==> config.mk <==
export PLATFORM = sky130hd
export DESIGN_NAME = reg_file_onehot_flat
export DESIGN_NICKNAME = d
export VERILOG_FILES = /design/src/rtl/reg_file_onehot_if.sv /design/src/rtl/reg_file_onehot.sv /design/src/flat_wrapper.sv
export SDC_FILE = /design/constraint.sdc
export NUM_CORES = 1
export LEC_CHECK = 0
export BUFFER_PORTS_ARGS = -buffer_cell sky130_fd_sc_hd__buf_2
export CORE_AREA = 2 2 226 228
export DETAILED_ROUTE_END_ITERATION = 8
export DIE_AREA = 0 0 228 230
export PLACE_DENSITY_LB_ADDON = 0.12
export SLEW_MARGIN = 20
export SYNTH_ARGS = -nofsm -noshare
export SYNTH_HDL_FRONTEND = slang
export SYNTH_HIERARCHICAL = 1
export SYNTH_SLANG_ARGS = --single-unit
==> constraint.sdc <==
create_clock -name clk -period 3.7 [get_ports clk]
set_input_delay 0.74 -clock clk [delete_from_list [all_inputs] [get_ports clk]]
set_output_delay 0.74 -clock clk [all_outputs]
set_load 0.01 [all_outputs]
==> src/rtl/reg_file_onehot_if.sv <==
// Bus bundle for reg_file_onehot.
// master: write controls (we, wr_sel, wd), link write (bl_en, link_data),
//         read addresses (ra1..ra3), pc_plus8, clr_err; receives rd1..rd3, sel_err.
// slave : the register file side of the same signals.
interface reg_file_onehot_if #(
    parameter int WIDTH = 32
);
    logic             we;
    logic [15:0]      wr_sel;
    logic [WIDTH-1:0] wd;
    logic             bl_en;
    logic [WIDTH-1:0] link_data;
    logic [3:0]       ra1, ra2, ra3;
    logic [WIDTH-1:0] pc_plus8;
    logic             clr_err;
    logic [WIDTH-1:0] rd1, rd2, rd3;
    logic             sel_err;

    modport master (
        output we, wr_sel, wd, bl_en, link_data, ra1, ra2, ra3, pc_plus8, clr_err,
        input  rd1, rd2, rd3, sel_err
    );

    modport slave (
        input  we, wr_sel, wd, bl_en, link_data, ra1, ra2, ra3, pc_plus8, clr_err,
        output rd1, rd2, rd3, sel_err
    );
endinterface

==> src/rtl/reg_file_onehot.sv <==
// Architectural register file R0-R14 with R15 reads returning pc_plus8.
// Write select is the one-hot output of the write-address decoder; malformed
// selects (zero or several bits) are dropped and latch a sticky sel_err.
// Ports: clk, reset (async, active-high), bus (reg_file_onehot_if.slave).

// One storage register.
module reg_cell #(
    parameter int WIDTH = 32
) (
    input  logic             clk,
    input  logic             reset,
    input  logic             en,
    input  logic [WIDTH-1:0] d,
    output logic [WIDTH-1:0] q
);
    always_ff @(posedge clk or posedge reset) begin
        if (reset)   q <= '0;
        else if (en) q <= d;
    end
endmodule

module reg_file_onehot #(
    parameter int WIDTH = 32
) (
    input logic               clk,
    input logic               reset,
    reg_file_onehot_if.slave  bus
);
    logic                   onehot_ok;
    logic                   wr_ok;
    logic [14:0]            en;
    logic [14:0][WIDTH-1:0] d;
    logic [14:0][WIDTH-1:0] regs;
    logic [15:0][WIDTH-1:0] view;
    logic                   sel_err_q;

    assign onehot_ok = ($countones(bus.wr_sel) == 1);
    assign wr_ok     = bus.we & onehot_ok;

    // wr_sel[15] has no register behind it, so a legal R15 write simply
    // falls away. R14 also takes the link write, which beats a normal write.
    always_comb begin
        en = '0;
        d  = '0;
        for (int n = 0; n < 14; n++) begin
            en[n] = wr_ok & bus.wr_sel[n];
            d[n]  = bus.wd;
        end
        en[14] = bus.bl_en | (wr_ok & bus.wr_sel[14]);
        d[14]  = bus.bl_en ? bus.link_data : bus.wd;
    end

    for (genvar g = 0; g < 15; g++) begin : g_reg
        reg_cell #(.WIDTH(WIDTH)) u_reg (
            .clk   (clk),
            .reset (reset),
            .en    (en[g]),
            .d     (d[g]),
            .q     (regs[g])
        );
    end

    // Slot 15 of the read view is the PC, so every 4-bit address is in range.
    assign view    = {bus.pc_plus8, regs};
    assign bus.rd1 = view[bus.ra1];
    assign bus.rd2 = view[bus.ra2];
    assign bus.rd3 = view[bus.ra3];

    // Setting wins over clearing in the same cycle.
    always_ff @(posedge clk or posedge reset) begin
        if (reset)                      sel_err_q <= 1'b0;
        else if (bus.we && !onehot_ok)  sel_err_q <= 1'b1;
        else if (bus.clr_err)           sel_err_q <= 1'b0;
    end

    assign bus.sel_err = sel_err_q;
endmodule

==> src/flat_wrapper.sv <==
// flat-port wrapper written by rule: the top's interface ports become plain ports
module reg_file_onehot_flat 
#(
    parameter int WIDTH = 32
)
  (clk, reset, bus_we, bus_wr_sel, bus_wd, bus_bl_en, bus_link_data, bus_ra1, bus_ra2, bus_ra3, bus_pc_plus8, bus_clr_err, bus_rd1, bus_rd2, bus_rd3, bus_sel_err);
  reg_file_onehot_if #(.WIDTH(WIDTH)) bus_i ();
  input logic clk;
  input logic reset;
  input wire logic [$bits(bus_i.we)-1:0] bus_we;
  input wire logic [$bits(bus_i.wr_sel)-1:0] bus_wr_sel;
  input wire logic [$bits(bus_i.wd)-1:0] bus_wd;
  input wire logic [$bits(bus_i.bl_en)-1:0] bus_bl_en;
  input wire logic [$bits(bus_i.link_data)-1:0] bus_link_data;
  input wire logic [$bits(bus_i.ra1)-1:0] bus_ra1;
  input wire logic [$bits(bus_i.ra2)-1:0] bus_ra2;
  input wire logic [$bits(bus_i.ra3)-1:0] bus_ra3;
  input wire logic [$bits(bus_i.pc_plus8)-1:0] bus_pc_plus8;
  input wire logic [$bits(bus_i.clr_err)-1:0] bus_clr_err;
  output wire logic [$bits(bus_i.rd1)-1:0] bus_rd1;
  output wire logic [$bits(bus_i.rd2)-1:0] bus_rd2;
  output wire logic [$bits(bus_i.rd3)-1:0] bus_rd3;
  output wire logic [$bits(bus_i.sel_err)-1:0] bus_sel_err;
  assign bus_i.we = bus_we;
  assign bus_i.wr_sel = bus_wr_sel;
  assign bus_i.wd = bus_wd;
  assign bus_i.bl_en = bus_bl_en;
  assign bus_i.link_data = bus_link_data;
  assign bus_i.ra1 = bus_ra1;
  assign bus_i.ra2 = bus_ra2;
  assign bus_i.ra3 = bus_ra3;
  assign bus_i.pc_plus8 = bus_pc_plus8;
  assign bus_i.clr_err = bus_clr_err;
  assign bus_rd1 = bus_i.rd1;
  assign bus_rd2 = bus_i.rd2;
  assign bus_rd3 = bus_i.rd3;
  assign bus_sel_err = bus_i.sel_err;
  reg_file_onehot #(.WIDTH(WIDTH)) u_core (.clk(clk), .reset(reset), .bus(bus_i));
endmodule
# Word level (Yosys, flattened, before mapping)
# Index checks and enable logic that the tools add are counted.
[totals]
reg_bits = 481
in_bits = 129
wordCells = 64
[classes]
addsub = 15
order_cmp = 3
eq_ne = 1
mux = 9
bitwise = 17
n_reduce_logical = 3
[ops]
columns = ["cell", "count"]
rows = [
  ["32-bit binary-select mux with 4-bit select", 3],
  ["32-bit adder", 7],
  ["32-bit 2-to-1 mux", 4],
  ["32-bit by 2-bit equality test with 1-bit output (second input constant)", 1],
  ["1-bit by 1-bit adder with 2-bit output", 8],
  ["1-bit bitwise AND", 16],
  ["4-bit by 5-bit less-than comparator with 1-bit output (second input constant)", 3],
  ["1-bit 2-to-1 mux", 2],
  ["2-bit nonzero test", 1],
  ["1-bit logical AND", 1],
  ["1-bit zero test", 1],
  ["1-bit bitwise OR", 1],
]

# Logic depth before layout (Yosys ltp)
# Gate-level depths: netlist of run 1.
[depth]
depth_word = 8
mapped_depth = 17
mapped_depth_nobuf = 14

# Cells and area by module
# Netlist of run 1, hierarchy kept.
[modules_own_cells]
columns = ["mod", "n_inst", "cells_per_inst", "area_each_um2", "seq_area_each_um2"]
rows = [
  ["reg_cell", 15, 69, 1348.8, 800.8],
  ["reg_file_onehot", 1, 911, 12044.1, 25.0],
]

# Least setup slack after synthesis of run 1
# OpenSTA, ideal clock, no wires.
[synth_timing]
path_kind = "input to register"
from = "input port bus_wr_sel[11]"
to = "register u_core.g_reg[0].u_reg.q[0]"
setup_ns = 0.125
arrival_ns = 5.005
required_time_ns = 3.575
setup_slack_ns = -1.430
stages = 17
path_buffers = 3
path_cell_list = "fa_1 > inv_1 > fa_1 > inv_1 > fa_1 > inv_1 > fa_1 > inv_1 > ha_1 > fa_1 > nor4b_1 > o211a_1 > clkbuf_1 > and2_1 > buf_6 > buf_12 > mux2_4"
[synth_via]
elab_chain_len = 7
[synth_rtl]
columns = ["element", "line_no", "text"]
rows = [
  ["start: declaration", "flat_wrapper.sv:11", "input wire logic [$bits(bus_i.wr_sel)-1:0] bus_wr_sel;"],
  ["1-bit by 1-bit adder with 2-bit output (not written as such)", "reg_file_onehot.sv:37", "assign onehot_ok = ($countones(bus.wr_sel) == 1);"],
  ["32-bit adder (not written as such) (3 in a row)", "reg_file_onehot.sv:37", ""],
  ["32-bit by 2-bit equality test with 1-bit output", "reg_file_onehot.sv:37", ""],
  ["1-bit bitwise AND", "reg_file_onehot.sv:38", "assign wr_ok = bus.we & onehot_ok;"],
  ["1-bit bitwise AND", "reg_file_onehot.sv:46", "en[n] = wr_ok & bus.wr_sel[n];"],
  ["net u_core.en[0]", "reg_file_onehot.sv:31", "logic [14:0] en;"],
  ["end signal: assignment", "reg_file_onehot.sv:17", "if (reset) q <= '0;"],
  ["end signal: assignment", "reg_file_onehot.sv:18", "else if (en) q <= d;"],
  ["end: declaration", "reg_file_onehot.sv:14", "output logic [WIDTH-1:0] q"],
]
# The timed path passes the listed nets, and every way through them passes these cells.
# A chain may end at the register's enable or synchronous reset.

# Final worst setup path of run 1
[layout_timing]
from = "input port bus_wr_sel[11]"
to = "register u_core.g_reg[6].u_reg.q[0]"
[layout_via]
elab_chain_len = 7
[layout_rtl]
columns = ["element", "line_no"]
rows = [
  ["1-bit by 1-bit adder with 2-bit output (not written as such)", "reg_file_onehot.sv:37"],
  ["32-bit adder (not written as such) (3 in a row)", "reg_file_onehot.sv:37"],
  ["32-bit by 2-bit equality test with 1-bit output", "reg_file_onehot.sv:37"],
  ["1-bit bitwise AND", "reg_file_onehot.sv:38"],
  ["1-bit bitwise AND", "reg_file_onehot.sv:46"],
  ["net u_core.en[6]", "reg_file_onehot.sv:31"],
  ["end signal: assignment", "reg_file_onehot.sv:17"],
  ["end signal: assignment", "reg_file_onehot.sv:18"],
  ["end: declaration", "reg_file_onehot.sv:14"],
]
# The timed path passes the listed nets, and every way through them passes these cells.

==> impl_metrics.yaml, run 1 <==
run_status:
  status: "complete, but fails checks"
  failed_checks: "setup timing"
power_and_ir_drop:
  clkPwrFrac: 0.228
  p_sw_frac: 0.315
  peakVddDrop_v: 0.000466
  p_int_mw: 18.2
  seq_power_share: 0.366
  power_mw: 26.6
  p_leak_nw: 16.3
  netSwitchingPower_mw: 8.37
  cellPowerDensity_nw_per_um2: 715
  pwr-share-comb: 0.406
finish:
  syn2layout_area_growth_pct: 15.2
  drive_gt1_frac: 0.630
  fin_cells: 2904
  final_util: 0.746
  layout_commonest_cell: "dfrtp_1"
  finalNetCount: 2331
  diodes: 0
  fin_area_um2: 37200
  final_cell_mix: "dfrtp_1 (481), mux2_4 (478), mux4_2 (384)"
clock_network:
  worstSkewPairLatency_ps: 620
  root_buffer: "clkbuf_16"
  path_clk_slew_ps: 60
  clock_sinks: 481
  cts_max_path_buffers: 3
  cts_tree: "done"
  cts_hold_buf: 0
  htreeDepth: 2
  numCtsBuffers: 54
routing:
  drtAntennaViolNets: 0
  wl_um: 103000
  routed_via_density: 7.53
  drcViolationCount: 0
  dr.pass1.iters: 5
  drt_iter0_drc: 2785
  dr_total_vias: 21866
  wl_per_cell_um: 35.5
global_routing:
  grt_max_degree: 40
  grt_pass1_vias: 23349
  antenna_found_initial: 0
  overflow: 0
  grt_pass1_wl_um: 153000
  grtUsageTotal: 0.395
timing:
  hold_viol_final: 0
  layout_setup_ws_ps: -997
  fmax_mhz: 213
  setup_violations: 481
  clock_skew_ps: 0
  drv_slew: 0
  fin_crit_sh: 1.27
  rsz0062_at_grt: "true"
  relSlewSlack: 0.260
  post-route-min-period_ps: 4700
  worstMarginPinSlew_ps: 1100
logic_synthesis:
  post_synth.cell_area_avg_um2: 16.6
  ys_top_cells_by_area: "dfrtp_1 (37%), mux4_2 (27%), mux2_4 (21%)"
  synth.distinct_cells: 25
  yosysWarnings: 6
  synth.largest_area_cell: "dfrtp_1"
  synth_fp_nets: 2090
  synth_seq_cells: 481
  yosysTopAreaCellShare: 0.373
  synthCells: 1946
  syn_area_um2: 32300
  ys_seq_area_frac: 0.373
floorplanning:
  num_rows: 82
  die_w_um: 228
  die-area_um2: 52400
  dieHeight_um: 230
  core_um2: 49900
  io_pins: 226
  start_util: 0.647
setup_path:
  path_class: "primary input to register"
  reg2reg_from: "u_core/g_reg[14].u_reg/q[17]"
  r2r-end: "u_core/g_reg[14].u_reg/q[17]"
  r2r_slack_ps: 2860
  startpoint: "bus_wr_sel[11]"
  r2r_cells: 1
  cp-endpoint: "u_core/g_reg[6].u_reg/q[0]"
  cp-end-kind: "register"
  crit_arrival_ps: 5190
  start_kind: "primary input"
  critPathRequiredTime_ps: 4190
  crit_fanout: 9
place:
  dp_hpwl_um: 63400
  place_inst: 2777
  gp_congestion: 0.884
  port_buffers: 225
  placed_area_um2: 34400
run:
  drv_cap: 0
min_path:
  hold_path_class: "primary input to async pin"
[state kept, by name, indices dropped and copies added (netlist names)]
register	cells
u_core/bus.sel_err	1
u_core/g.u_reg/q	480
[layer usage]
| metal | part of all wire | GRT usage | vias up |
|---|---|---|---|
| met5 | 0 | 0 | - |
| met4 | 0.042 | 0.156 | 0 |
| met3 | 0.12 | 0.125 | 305 |
| met2 | 0.46 | 0.593 | 1753 |
| met1 | 0.38 | 0.544 | 11533 |
| li1 | - | - | 8275 |
[worst max-delay path: stages]
cell and delay [ps]:
buf_8 100, fa_1 550, inv_2 40, fa_1 490, inv_2 40, fa_1 510
inv_2 40, fa_1 490, inv_1 60, ha_2 190, fa_1 480, nor4b_4 250
o211a_1 240, buf_6 150, and2_4 270, clkbuf_16 230, mux2_4 300
[power by group through the flow]
stage                     sequential (mW)  combinational (mW)  clock [mW]
after floorplan                      8.81                8.34           0
after detailed placement             9.55                10.2           0
after global routing                 9.96                11.3        6.31
after global placement               9.32                9.94           0
final                                9.73                10.8        6.07
after CTS                            9.54                10.5        6.09
[metrics by stage]
stage | worst slack, ps | setup TNS [ps] | hold slack (ps)
floorplan | -1250 | -575790 | 469
global placement | -1510 | -703450 | 487
detailed placement | -1630 | -758870 | 504
CTS | -930 | -416820 | 140
global route | -1110 | -503940 | 187
finish | -997 | -448280 | 165
[kinds of logic (layout without fill, tap and decap cells)]
family | after synthesis | count (layout) | synth area share
flops | 481 | 481 | 0.373
fa+ha+maj | 15 | 15 | 0.00814
mux | 896 | 896 | 0.499
buf+inv | 232 | 518 | 0.0577
simple gates | 125 | 125 | 0.0166
compound gates | 197 | 197 | 0.0458
[synthesized netlist by cell type (all sizes together)]
cell type / number
and3: 1
a22oi: 192
nand2: 96
o21ai: 1
nor4b: 1
nor2b: 6
clkbuf: 55
and2: 17
a22o: 1
a21oi: 1
buf: 139
a21o: 1
fa: 10
inv: 38
o211a: 1
ha: 5
dfrtp: 481
nor2: 4
mux4: 384
mux2: 512
[area by class of cell]
class	instances	area, µm²
multi-input cells	1233	18600
fillers	2956	12700
flip-flops and latches	481	12000
repair buffers	379	3550
clock buffers	82	1680
well taps	672	841
clock inverters	19	320
inverters	38	146
[how the worst min path moves through the flow]
stage	end	slack [ps]
after floorplan	u_core/bus.sel_err	470
after global routing	u_core/bus.sel_err	190
final	u_core/bus.sel_err	170
after CTS	u_core/bus.sel_err	140
after detailed placement	u_core/bus.sel_err	500
after global placement	u_core/bus.sel_err	490
[what timing repair did]
item / CTS / global route
gates cloned: 11 / 8
resized for setup: 48 / 28
pin swaps: 5 / 8
setup buffers: 11 / 3
endpoints found under the setup margin: 481 / 481
Note: power is estimated with default switching activity, not from simulation.
==> run 2, diff against run 1 <==
--- a/config.mk
+++ b/config.mk
@@ -6,9 +6,11 @@
 export NUM_CORES = 1
 export LEC_CHECK = 0
 export BUFFER_PORTS_ARGS = -buffer_cell sky130_fd_sc_hd__buf_2
-export CORE_AREA = 2 2 226 228
+export CELL_PAD_IN_SITES_DETAIL_PLACEMENT = 1
+export CELL_PAD_IN_SITES_GLOBAL_PLACEMENT = 1
+export CORE_AREA = 2 2 274 276
 export DETAILED_ROUTE_END_ITERATION = 8
-export DIE_AREA = 0 0 228 230
+export DIE_AREA = 0 0 276 278
 export PLACE_DENSITY_LB_ADDON = 0.12
 export SLEW_MARGIN = 20
 export SYNTH_ARGS = -nofsm -noshare
==> impl_metrics.yaml, run 2 (synthesis gave the netlist of run 1 again) <==
routing:
  dr.pass1.iters: 9
  drt_iter0_drc: 1929
  wl_per_cell_um: 36.7
  drcViolationCount: 9
  wl_um: 118000
  drtAntennaViolNets: 0
  dr_total_vias: 21240
  routed_via_density: 6.63
setup_path:
  crit_fanout: 21
  critPathMaxStageDelay_ps: 540
  start_kind: "primary input"
  path_cells: "buf_6, fa_1, inv_2, fa_1, inv_2, fa_1, inv_1, fa_1, inv_2, ha_4, fa_1, nor4b_2, o211a_1, buf_12, and2_2, buf_12, mux2_4"
  path_class: "primary input to register"
  cp-end-kind: "register"
  crit_arrival_ps: 5120
  crit_top_cell: "fa_1"
  cp_slowest_cell: "fa_1"
  critPathRequiredTime_ps: 4190
  critPathBufInv: 7
  path_delay_family: "adder cells"
run_status:
  status: "complete, but fails checks"
  failed_checks: "DRC, setup timing"
power_and_ir_drop:
  cellPowerDensity_nw_per_um2: 709
  p_leak_nw: 16.2
  peakVddDrop_v: 0.000445
  power_mw: 26.4
floorplanning:
  start_util: 0.437
  core_um2: 73800
  num_rows: 100
  dieHeight_um: 278
  die-area_um2: 76700
  io_pins: 226
  die_w_um: 276
timing:
  worstMarginPinSlew_ps: 1090
  setup_violations: 481
  layout_setup_ws_ps: -926
  whs_ps: 207
  fmax_mhz: 216
  post-route-min-period_ps: 4630
  hold_viol_final: 0
  rsz0062_at_grt: "true"
  setup_tns_ps: -416670
  fin_crit_sh: 1.25
  clock_skew_ps: 0
  drv_slew: 0
  relSlewSlack: 0.272
run:
  drv_cap: 0
finish:
  final_util: 0.505
  finalNetCount: 2335
  fin_cells: 3205
  final_cell_mix: "dfrtp_1 (481), mux2_4 (461), mux4_2 (384)"
  num-fill-cells: 7010
  largest-register: "u_core/g.u_reg/q"
  largest_reg_flops: 480
  fin_area_um2: 37300
  diodes: 0
  drive_gt1_frac: 0.629
  layout_commonest_cell: "dfrtp_1"
  syn2layout_area_growth_pct: 15.4
place:
  dp_slack_ps: -1640
  dp_hpwl_um: 75500
  placed_area_um2: 34900
  gp_congestion: 0.840
  place_inst: 3085
  port_buffers: 225
clock_network:
  numCtsBuffers: 58
  cts_tree: "done"
  htreeDepth: 2
  path_clk_slew_ps: 60
  root_buffer: "clkbuf_16"
  cts_max_path_buffers: 3
  worstSkewPairLatency_ps: 620
  clock_sinks: 481
  cts_hold_buf: 0
global_routing:
  grt_pass1_vias: 23367
  antenna_found_initial: 0
  grtUsageTotal: 0.304
  grt_pass1_wl_um: 171000
  grt_max_degree: 45
  overflow: 0
min_path:
  hold_path_class: "primary input to async pin"
==> run 2: what timing repair did <==
item                       CTS  global route
setup endpoints to repair  481           481
resized for setup           17            22
buffers inserted             2             1
cloned                       3            10
pin swaps                    5             6
==> run 2: final timing paths <==
kind | start | end | slack [ps] | cells past startpoint
worst max-delay path | bus_wr_sel[11] | u_core/g_reg[6].u_reg/q[0] | -930 | 17
worst min-delay path | reset | u_core/bus.sel_err | 210 | 2
worst max register to register | u_core/g_reg[14].u_reg/q[15] | u_core/g_reg[14].u_reg/q[15] | 2840 | 1
worst min register to register | u_core/bus.sel_err | u_core/bus.sel_err | 510 | 1
max in group asynchronous | reset | u_core/g_reg[10].u_reg/q[25] | 2320 | 2
min in group clk | bus_we | u_core/bus.sel_err | 410 | 2
==> run 2: layout make-up <==
| type | instances | area [µm²] | share of cell area |
|---|---|---|---|
| Clock buffer | 86 | 1700 | 0.0456 |
| Tap cell | 969 | 1210 | 0.0325 |
| Inverter | 38 | 148 | 0.00396 |
| Sequential cell | 481 | 12000 | 0.323 |
| Timing Repair Buffer | 379 | 3390 | 0.0911 |
| Clock inverter | 19 | 229 | 0.00615 |
| Multi-Input combinational cell | 1233 | 18500 | 0.498 |
==> run 2: layer usage <==
metal,share of wire,up-vias,GRT usage,routed length [µm]
li1,-,8283,-,-
met1,0.44,11798,0.432,51300
met2,0.47,935,0.489,55500
met3,0.058,224,0.0403,6770
met4,0.034,0,0.0942,3980
met5,0,-,0,0
==> run 2: power breakdown <==
group | internal [mW] | leakage [nW] | switching (mW)
registers | 7.40 | 6.10 | 2.32
clock network | 3.50 | 0.950 | 2.43
logic | 6.94 | 9.14 | 3.82
